**config.mk**
```make
export PLATFORM = sky130hd
export DESIGN_NAME = video_scanner
export DESIGN_NICKNAME = d
export VERILOG_FILES = /design/src/rtl/video_pkg.sv /design/src/rtl/video_timing.sv /design/src/rtl/video_scanner.sv
export SDC_FILE = /design/constraint.sdc
export NUM_CORES = 1
export LEC_CHECK = 0
export BUFFER_PORTS_ARGS = -buffer_cell sky130_fd_sc_hd__buf_2
export CORE_MARGIN = 1
export CORE_UTILIZATION = 47
export CTS_BUF_LIST = sky130_fd_sc_hd__clkbuf_8
export DETAILED_ROUTE_END_ITERATION = 10
export PLACE_DENSITY_LB_ADDON = 0.1
export SETUP_SLACK_MARGIN = 0.5
export SYNTH_ARGS = -nofsm -noshare
export SYNTH_HDL_FRONTEND = slang
export SYNTH_SLANG_ARGS = --single-unit
```
**constraint.sdc**
```tcl
create_clock -name clock -period 3.25 [get_ports clock]
set_clock_uncertainty 0.15 [all_clocks]
set_input_delay 0.1625 -clock clock [delete_from_list [all_inputs] [get_ports clock]]
set_output_delay 0.1625 -clock clock [all_outputs]
set_load 0.01 [all_outputs]
```
**src/rtl/video_pkg.sv**
```systemverilog
// Default raster timing for the 128x16 monochrome scanner, plus the
// sync-region helper shared by the timing generator.
package video_pkg;

    localparam int   DEF_H_ACTIVE = 128;
    localparam int   DEF_H_FP     = 8;
    localparam int   DEF_H_SYNC   = 16;
    localparam int   DEF_H_BP     = 8;
    localparam int   DEF_V_ACTIVE = 16;
    localparam int   DEF_V_FP     = 2;
    localparam int   DEF_V_SYNC   = 2;
    localparam int   DEF_V_BP     = 2;
    localparam logic DEF_SYNC_POL = 1'b0;

    localparam int DEF_H_TOTAL        = DEF_H_ACTIVE + DEF_H_FP + DEF_H_SYNC + DEF_H_BP;
    localparam int DEF_V_TOTAL        = DEF_V_ACTIVE + DEF_V_FP + DEF_V_SYNC + DEF_V_BP;
    localparam int DEF_BYTES_PER_LINE = DEF_H_ACTIVE / 8;

    // True when cnt lies in the half-open window [lo, lo+len).
    function automatic logic in_region(input int cnt, input int lo, input int len);
        return (cnt >= lo) && (cnt < lo + len);
    endfunction

endpackage

```
**src/rtl/video_timing.sv**
```systemverilog
// Raster counters and the per-position strobes derived from them; all
// strobes are combinational decodes of the registered counters.
module video_timing
    import video_pkg::*;
#(
    parameter int H_ACTIVE = DEF_H_ACTIVE,
    parameter int H_FP     = DEF_H_FP,
    parameter int H_SYNC   = DEF_H_SYNC,
    parameter int H_BP     = DEF_H_BP,
    parameter int V_ACTIVE = DEF_V_ACTIVE,
    parameter int V_FP     = DEF_V_FP,
    parameter int V_SYNC   = DEF_V_SYNC,
    parameter int V_BP     = DEF_V_BP,
    localparam int H_TOTAL = H_ACTIVE + H_FP + H_SYNC + H_BP,
    localparam int V_TOTAL = V_ACTIVE + V_FP + V_SYNC + V_BP,
    localparam int H_W     = $clog2(H_TOTAL),
    localparam int V_W     = $clog2(V_TOTAL)
)(
    input  logic           clock,
    input  logic           reset,
    output logic [H_W-1:0] hcnt,
    output logic           active,
    output logic           active_line,
    output logic           hsync_on,
    output logic           vsync_on,
    output logic           line_end,
    output logic           frame_end,
    output logic           frame_origin
);

    logic [V_W-1:0] vcnt;

    always_ff @(posedge clock) begin
        if (reset) begin
            hcnt <= '0;
            vcnt <= '0;
        end else if (line_end) begin
            hcnt <= '0;
            vcnt <= frame_end ? '0 : vcnt + V_W'(1);
        end else begin
            hcnt <= hcnt + H_W'(1);
        end
    end

    assign line_end     = (hcnt == H_W'(H_TOTAL - 1));
    assign frame_end    = line_end && (vcnt == V_W'(V_TOTAL - 1));
    assign active_line  = (vcnt < V_W'(V_ACTIVE));
    assign active       = active_line && (hcnt < H_W'(H_ACTIVE));
    assign frame_origin = (hcnt == '0) && (vcnt == '0);
    assign hsync_on     = in_region(int'(hcnt), H_ACTIVE + H_FP, H_SYNC);
    assign vsync_on     = in_region(int'(vcnt), V_ACTIVE + V_FP, V_SYNC);

endmodule

```
**src/rtl/video_scanner.sv**
```systemverilog
// Video-port read master: walks the framebuffer, serialises each byte MSB
// first and registers pixel/sync/enable outputs one clock behind the counters.
module video_scanner
    import video_pkg::*;
#(
    parameter int   H_ACTIVE = DEF_H_ACTIVE,
    parameter int   H_FP     = DEF_H_FP,
    parameter int   H_SYNC   = DEF_H_SYNC,
    parameter int   H_BP     = DEF_H_BP,
    parameter int   V_ACTIVE = DEF_V_ACTIVE,
    parameter int   V_FP     = DEF_V_FP,
    parameter int   V_SYNC   = DEF_V_SYNC,
    parameter int   V_BP     = DEF_V_BP,
    parameter logic SYNC_POL = DEF_SYNC_POL
)(
    input  logic       clock,
    input  logic       reset,
    output logic [7:0] vaddr,
    input  logic [7:0] vdata,
    output logic       pixel,
    output logic       de,
    output logic       hsync,
    output logic       vsync,
    output logic       frame_start,
    output logic [7:0] frame_count
);

    localparam int H_TOTAL        = H_ACTIVE + H_FP + H_SYNC + H_BP;
    localparam int H_W            = $clog2(H_TOTAL);
    localparam int BYTES_PER_LINE = H_ACTIVE / 8;

    logic [H_W-1:0] hcnt;
    logic           active;
    logic           active_line;
    logic           hsync_on;
    logic           vsync_on;
    logic           line_end;
    logic           frame_end;
    logic           frame_origin;
    logic [7:0]     line_base;
    logic [7:0]     shreg;

    video_timing #(
        .H_ACTIVE (H_ACTIVE),
        .H_FP     (H_FP),
        .H_SYNC   (H_SYNC),
        .H_BP     (H_BP),
        .V_ACTIVE (V_ACTIVE),
        .V_FP     (V_FP),
        .V_SYNC   (V_SYNC),
        .V_BP     (V_BP)
    ) timing (
        .clock        (clock),
        .reset        (reset),
        .hcnt         (hcnt),
        .active       (active),
        .active_line  (active_line),
        .hsync_on     (hsync_on),
        .vsync_on     (vsync_on),
        .line_end     (line_end),
        .frame_end    (frame_end),
        .frame_origin (frame_origin)
    );

    // Byte column of the current pixel; the RAM answers in the same cycle.
    assign vaddr = line_base + 8'(hcnt >> 3);

    always_ff @(posedge clock) begin
        if (reset) begin
            line_base   <= '0;
            shreg       <= '0;
            pixel       <= 1'b0;
            de          <= 1'b0;
            hsync       <= ~SYNC_POL;
            vsync       <= ~SYNC_POL;
            frame_start <= 1'b0;
            frame_count <= '0;
        end else begin
            // The last active line wraps line_base past 255; frame_end resets it anyway.
            if (frame_end) begin
                line_base <= '0;
            end else if (line_end && active_line) begin
                line_base <= line_base + 8'(BYTES_PER_LINE);
            end

            if (active) begin
                if (hcnt[2:0] == 3'd0) begin
                    pixel <= vdata[7];
                    shreg <= {vdata[6:0], 1'b0};
                end else begin
                    pixel <= shreg[7];
                    shreg <= {shreg[6:0], 1'b0};
                end
            end else begin
                pixel <= 1'b0;
            end

            de          <= active;
            hsync       <= hsync_on ? SYNC_POL : ~SYNC_POL;
            vsync       <= vsync_on ? SYNC_POL : ~SYNC_POL;
            frame_start <= frame_origin;
            frame_count <= frame_count + 8'(frame_end);
        end
    end

endmodule

```
Yosys cells after proc, flatten, opt, wreduce, memory -nomap -nowiden
Index checks and enable logic that the tools add are counted.

word-level totals
  register bits after elaboration = 42
  input port bits = 10
  output and inout port bits = 21
  logic and storage cells = 41

operators by class
  add/sub/neg operators = 5
  order comparisons = 6
  equal/unequal tests = 2
  muxes and demuxes = 5
  bitwise gates (word level) = 1
  reduce and logical (&&, ||, !) cells = 12

operators with widths
  operator                                                        count
  8-bit < comparator (second input constant)                      2
  5-bit < comparator (second input constant)                      2
  8-bit by 1-bit adder with 8-bit output                          1
  8-bit by 1-bit adder with 8-bit output (second input constant)  1
  8-bit by 5-bit adder with 8-bit output                          1
  8-bit by 5-bit adder with 8-bit output (second input constant)  1
  8-bit == test (second input constant)                           1
  8-bit >= comparator (second input constant)                     1
  8-bit logical NOT                                               1
  8-bit 2-to-1 mux                                                1
  1-bit logical AND                                               6
  2-bit OR reduction                                              3
  5-bit by 1-bit adder with 5-bit output (second input constant)  1
  5-bit == test (second input constant)                           1
  5-bit >= comparator (second input constant)                     1
  5-bit logical NOT                                               1
  5-bit 2-to-1 mux                                                1
  3-bit logical NOT                                               1
  1-bit 2-to-1 mux                                                3
  1-bit NOT                                                       1

Longest topological paths before layout
  word-level depth = 4
  gate-level depth with buffers = 9
  depth with buffers taken out = 9

Cells and area by module
Synthesis repeated with hierarchy kept, for this count alone.

second synthesis, totals
  cells, all modules = 203
  area, all modules = 1774.2 µm²

by module, submodules not included
  module         times used  cells each  area an instance (µm²)  sequential area each (µm²)
  video_scanner  1           108         996.0                   480.5
  video_timing   1           95          778.2                   260.2

Worst setup path after synthesis
No wires, ideal clock.

  path kind = flip-flop to flip-flop
  from = register timing.hcnt[7]
  to = register frame_count[6]
  arrival time = 2220 ps
  slack = 809 ps
  cell stages (with the launch flop) = 10
  cells stage by stage = dfxtp_1 buf_4 or3b_1 buf_6 nor3_1 ha_1 ha_1 inv_1 or3_1 a21oi_1

between the ends
  cells in the longest elaborated chain, start to end = 3

ends and longest elaborated chain
  element                                 line                  RTL
  start: declaration                      video_timing.sv:21    output logic [H_W-1:0] hcnt,
  start signal: assignment                video_timing.sv:41    hcnt <= hcnt + H_W'(1);
  8-bit == test                           video_timing.sv:45    assign line_end = (hcnt == H_W'(H_TOTAL - 1));
  1-bit logical AND                       video_timing.sv:46    assign frame_end = line_end && (vcnt == V_W'(V_TOTAL - 1));
  8-bit by 1-bit adder with 8-bit output  video_scanner.sv:102  frame_count <= frame_count + 8'(frame_end);
  end signal: assignment                  video_scanner.sv:102
  end: declaration                        video_scanner.sv:25   output logic [7:0] frame_count

Every way passes these cells.
A chain may end at the register's enable or synchronous reset.

Worst setup path in the final report
  from = register timing.hcnt[0]
  to = register frame_count[6]

The elaborated chain is that of the path after synthesis.

==> impl_results.md <==
* Status: finished, final reports clean
* CP max FO at 6
* Final setup viols at 0
* Worst R2R Start: timing.hcnt[0]
* CP startpoint kind: register
* Setup_tns at 0 ns
* Via count at 1521
* Area grow syn2layout at 12.98%
* RSZ-0062 raised after global routing: false
* Hold endpoint: shreg[1]
* Hold Vio Cnt, Final at 0
* Max_cap viols at 0
* DRT antenna net count at 0
* Global-route wire length before repair at 6030 um
* CTS Sinks at 37
* Initial antenna violation count at 0
* Setup CP Type: register to register
* PwrDens at 444.2 nW/um^2
* Achievable clock frequency at 409.5 MHz
* I/O Buffers at 30
* GRT Resource Usage Total at 0.1904
* Hold depth at 3
* Synth top cells by count: dfxtp_1, nand3_1, nor2_1, a21oi_1, o21ai_0
* Max IR drop VDD at 0.0003725 V
* Longest Clk Path Bufs at 2
* DP Wirelength at 2532 um
* Share of cells above drive strength 1 at 0.1875
* CP endpoint kind: register
* Synth area leaders: dfxtp_1, ha_1, nand3_1
* Fin. max-slew vios at 0
* Worst min-delay path class: input port to register
* Reg2reg end: frame_count[6]
* Largest net degree at the start of global routing at 28
* Period utilisation layout at 0.7514
* Die Ht at 63.94 um
* Yosys warnings at 0
* Avg Cell Area, Syn at 8.882 um^2
* Placer Congestion at 0.8264
* Final #Nets at 244
* Worst hold margin at 0.04182 ns
* Lkg Pwr at 0.8353 nW
* R2R cell count at 8
* Dpl ws at 0.5050 ns
* Die W at 63.94 um
* Post-synth top area share at 0.4108
* Top_reg_cell synth: dfxtp_1
* Pwr Total at 904.8 uW
* Post-CTS setup buffer count at 0
* Root Driver: clkbuf_8
* CTS H-tree lvls at 2
* Worst Hold Launch: vdata[0]
* Reg area at 742.0 um^2
* Number of buffers created by CTS at 5
* FP Rows at 22
* Slew HR at 0.4983
* Initial core utilization at 0.4925
* Vias in the first global route at 1353
* Number of synthesized flops with an enable pin at 0
* Number of distinct library cells after synthesis at 37
* Initial DRC count at 62
* Via density per instance at 5.592
* WL/cell at 13.17 um
* # diodes at 0
* Footprint of the multi-input gates at 933.4 um^2
* Total congestion overflow at 0
* Worst slew pin tran at 0.7498 ns
* Seq/Total Area, Yosys at 0.4108
* Syn Inst Count at 203
* Minimum clock period at 2.442 ns
* CP arrival at 2.50 ns
* TritonCTS clock tree: built
* Placed insts at 264
* Die area at 4088 um^2
* Reg clk slew, reported paths at 0.07 ns
* Core Footprint at 3661 um^2
* #FFs+latches synth at 37
* Cell Count, Final, Fillers Out at 272
* Async set or reset register ratio after synthesis at 0
* Worst EP required at 3.31 ns
* Most common cell in the synthesized netlist: dfxtp_1
* Fillcell total at 371
* Fin area at 2037 um^2
* Flop-to-flop setup slack at 0.81 ns
* Syn nets at 223
* WL final at 3582 um
* Mapped Area at 1803 um^2
* DRT Pass-1 Iters at 4
* I/O pins at 31
* Placed cell area at 1914 um^2
* # DRC at 0
* Post-synth top area cell: dfxtp_1
* Worst setup margin at 0.8079 ns
* Worst-Skew Late Latency at 0.28 ns
* Post-layout util at 0.5564
## cells by family after synthesis
logic type,count (synthesis),share of synthesized area
mux,7,0.03886
fa+ha+maj,10,0.06940
buf+inv,26,0.07565
compound gates,41,0.1388
flops,37,0.4108
simple gates,73,0.2228
xor+xnor,9,0.04372
## cell usage in the layout, fill, tap and decap left out, types with 6 or more instances in the layout
master | synthesis | routed
o21ai_0 | 13 | 13
nor2_1 | 17 | 17
a211oi_1 | 7 | 7
inv_1 | 8 | 8
mux2i_1 | 7 | 7
dfxtp_1 | 37 | 36
xor2_1 | 6 | 6
nand3_1 | 17 | 17
a21oi_1 | 13 | 13
nor3_1 | 7 | 6
buf_2 | 4 | 30
ha_1 | 10 | 10
## what timing repair did
action	CTS	global route
resized for setup	1	2
setup endpoints to repair	1	1
hold buffers	1	0
endpoints found under the hold margin	1	0
## worst max path at each step
stage | to | slack [ns] | from
final | frame_count[6] | 0.81 | timing.hcnt[0]
after global routing | frame_count[6] | 0.55 | timing.hcnt[0]
after CTS | frame_count[6] | 0.62 | timing.hcnt[7]
after detailed placement | frame_count[6] | 0.50 | timing.hcnt[7]
after global placement | frame_count[6] | 0.59 | timing.hcnt[7]
after floorplan | frame_count[6] | 0.81 | timing.hcnt[7]
## sequential cells by signal (all words and copies together) (netlist names)
name	count
frame_count	8
timing.hcnt	8
shreg	7
timing.vcnt	5
line_base	4
de	1
frame_start	1
hsync	1
pixel	1
vsync	1
## layout make-up
type	count	share of cell area
inverter	8	0.01474
sequential	37	0.3643
multi-input combinational	140	0.4582
tap	48	0.02948
clock inverter	2	0.01720
clock buffer	5	0.03378
timing repair buffer	32	0.08231
## per-layer routing
layer / share of wire / up-vias / track usage
li1: - / 768 / -
met1: 0.48 / 713 / 0.2444
met2: 0.46 / 36 / 0.3072
met3: 0.044 / 4 / 0.03750
met4: 0.011 / 0 / 0.08523
met5: 0 / - / 0
## worst max-delay path, stage by stage (launching register included)
cell and delay (ns):
dfxtp_1 0.41, ha_1 0.26, nand4_1 0.18, nor3_2 0.34
ha_1 0.27, ha_1 0.22, inv_1 0.06, or3_1 0.33
a21oi_1 0.14
## power by group
group	leakage, nW	switching [mW]	internal (mW)
logic	0.480	0.0293	0.0269
clock network	0.0540	0.150	0.223
registers	0.301	0.00902	0.467
(Power assumes the default switching activity.)
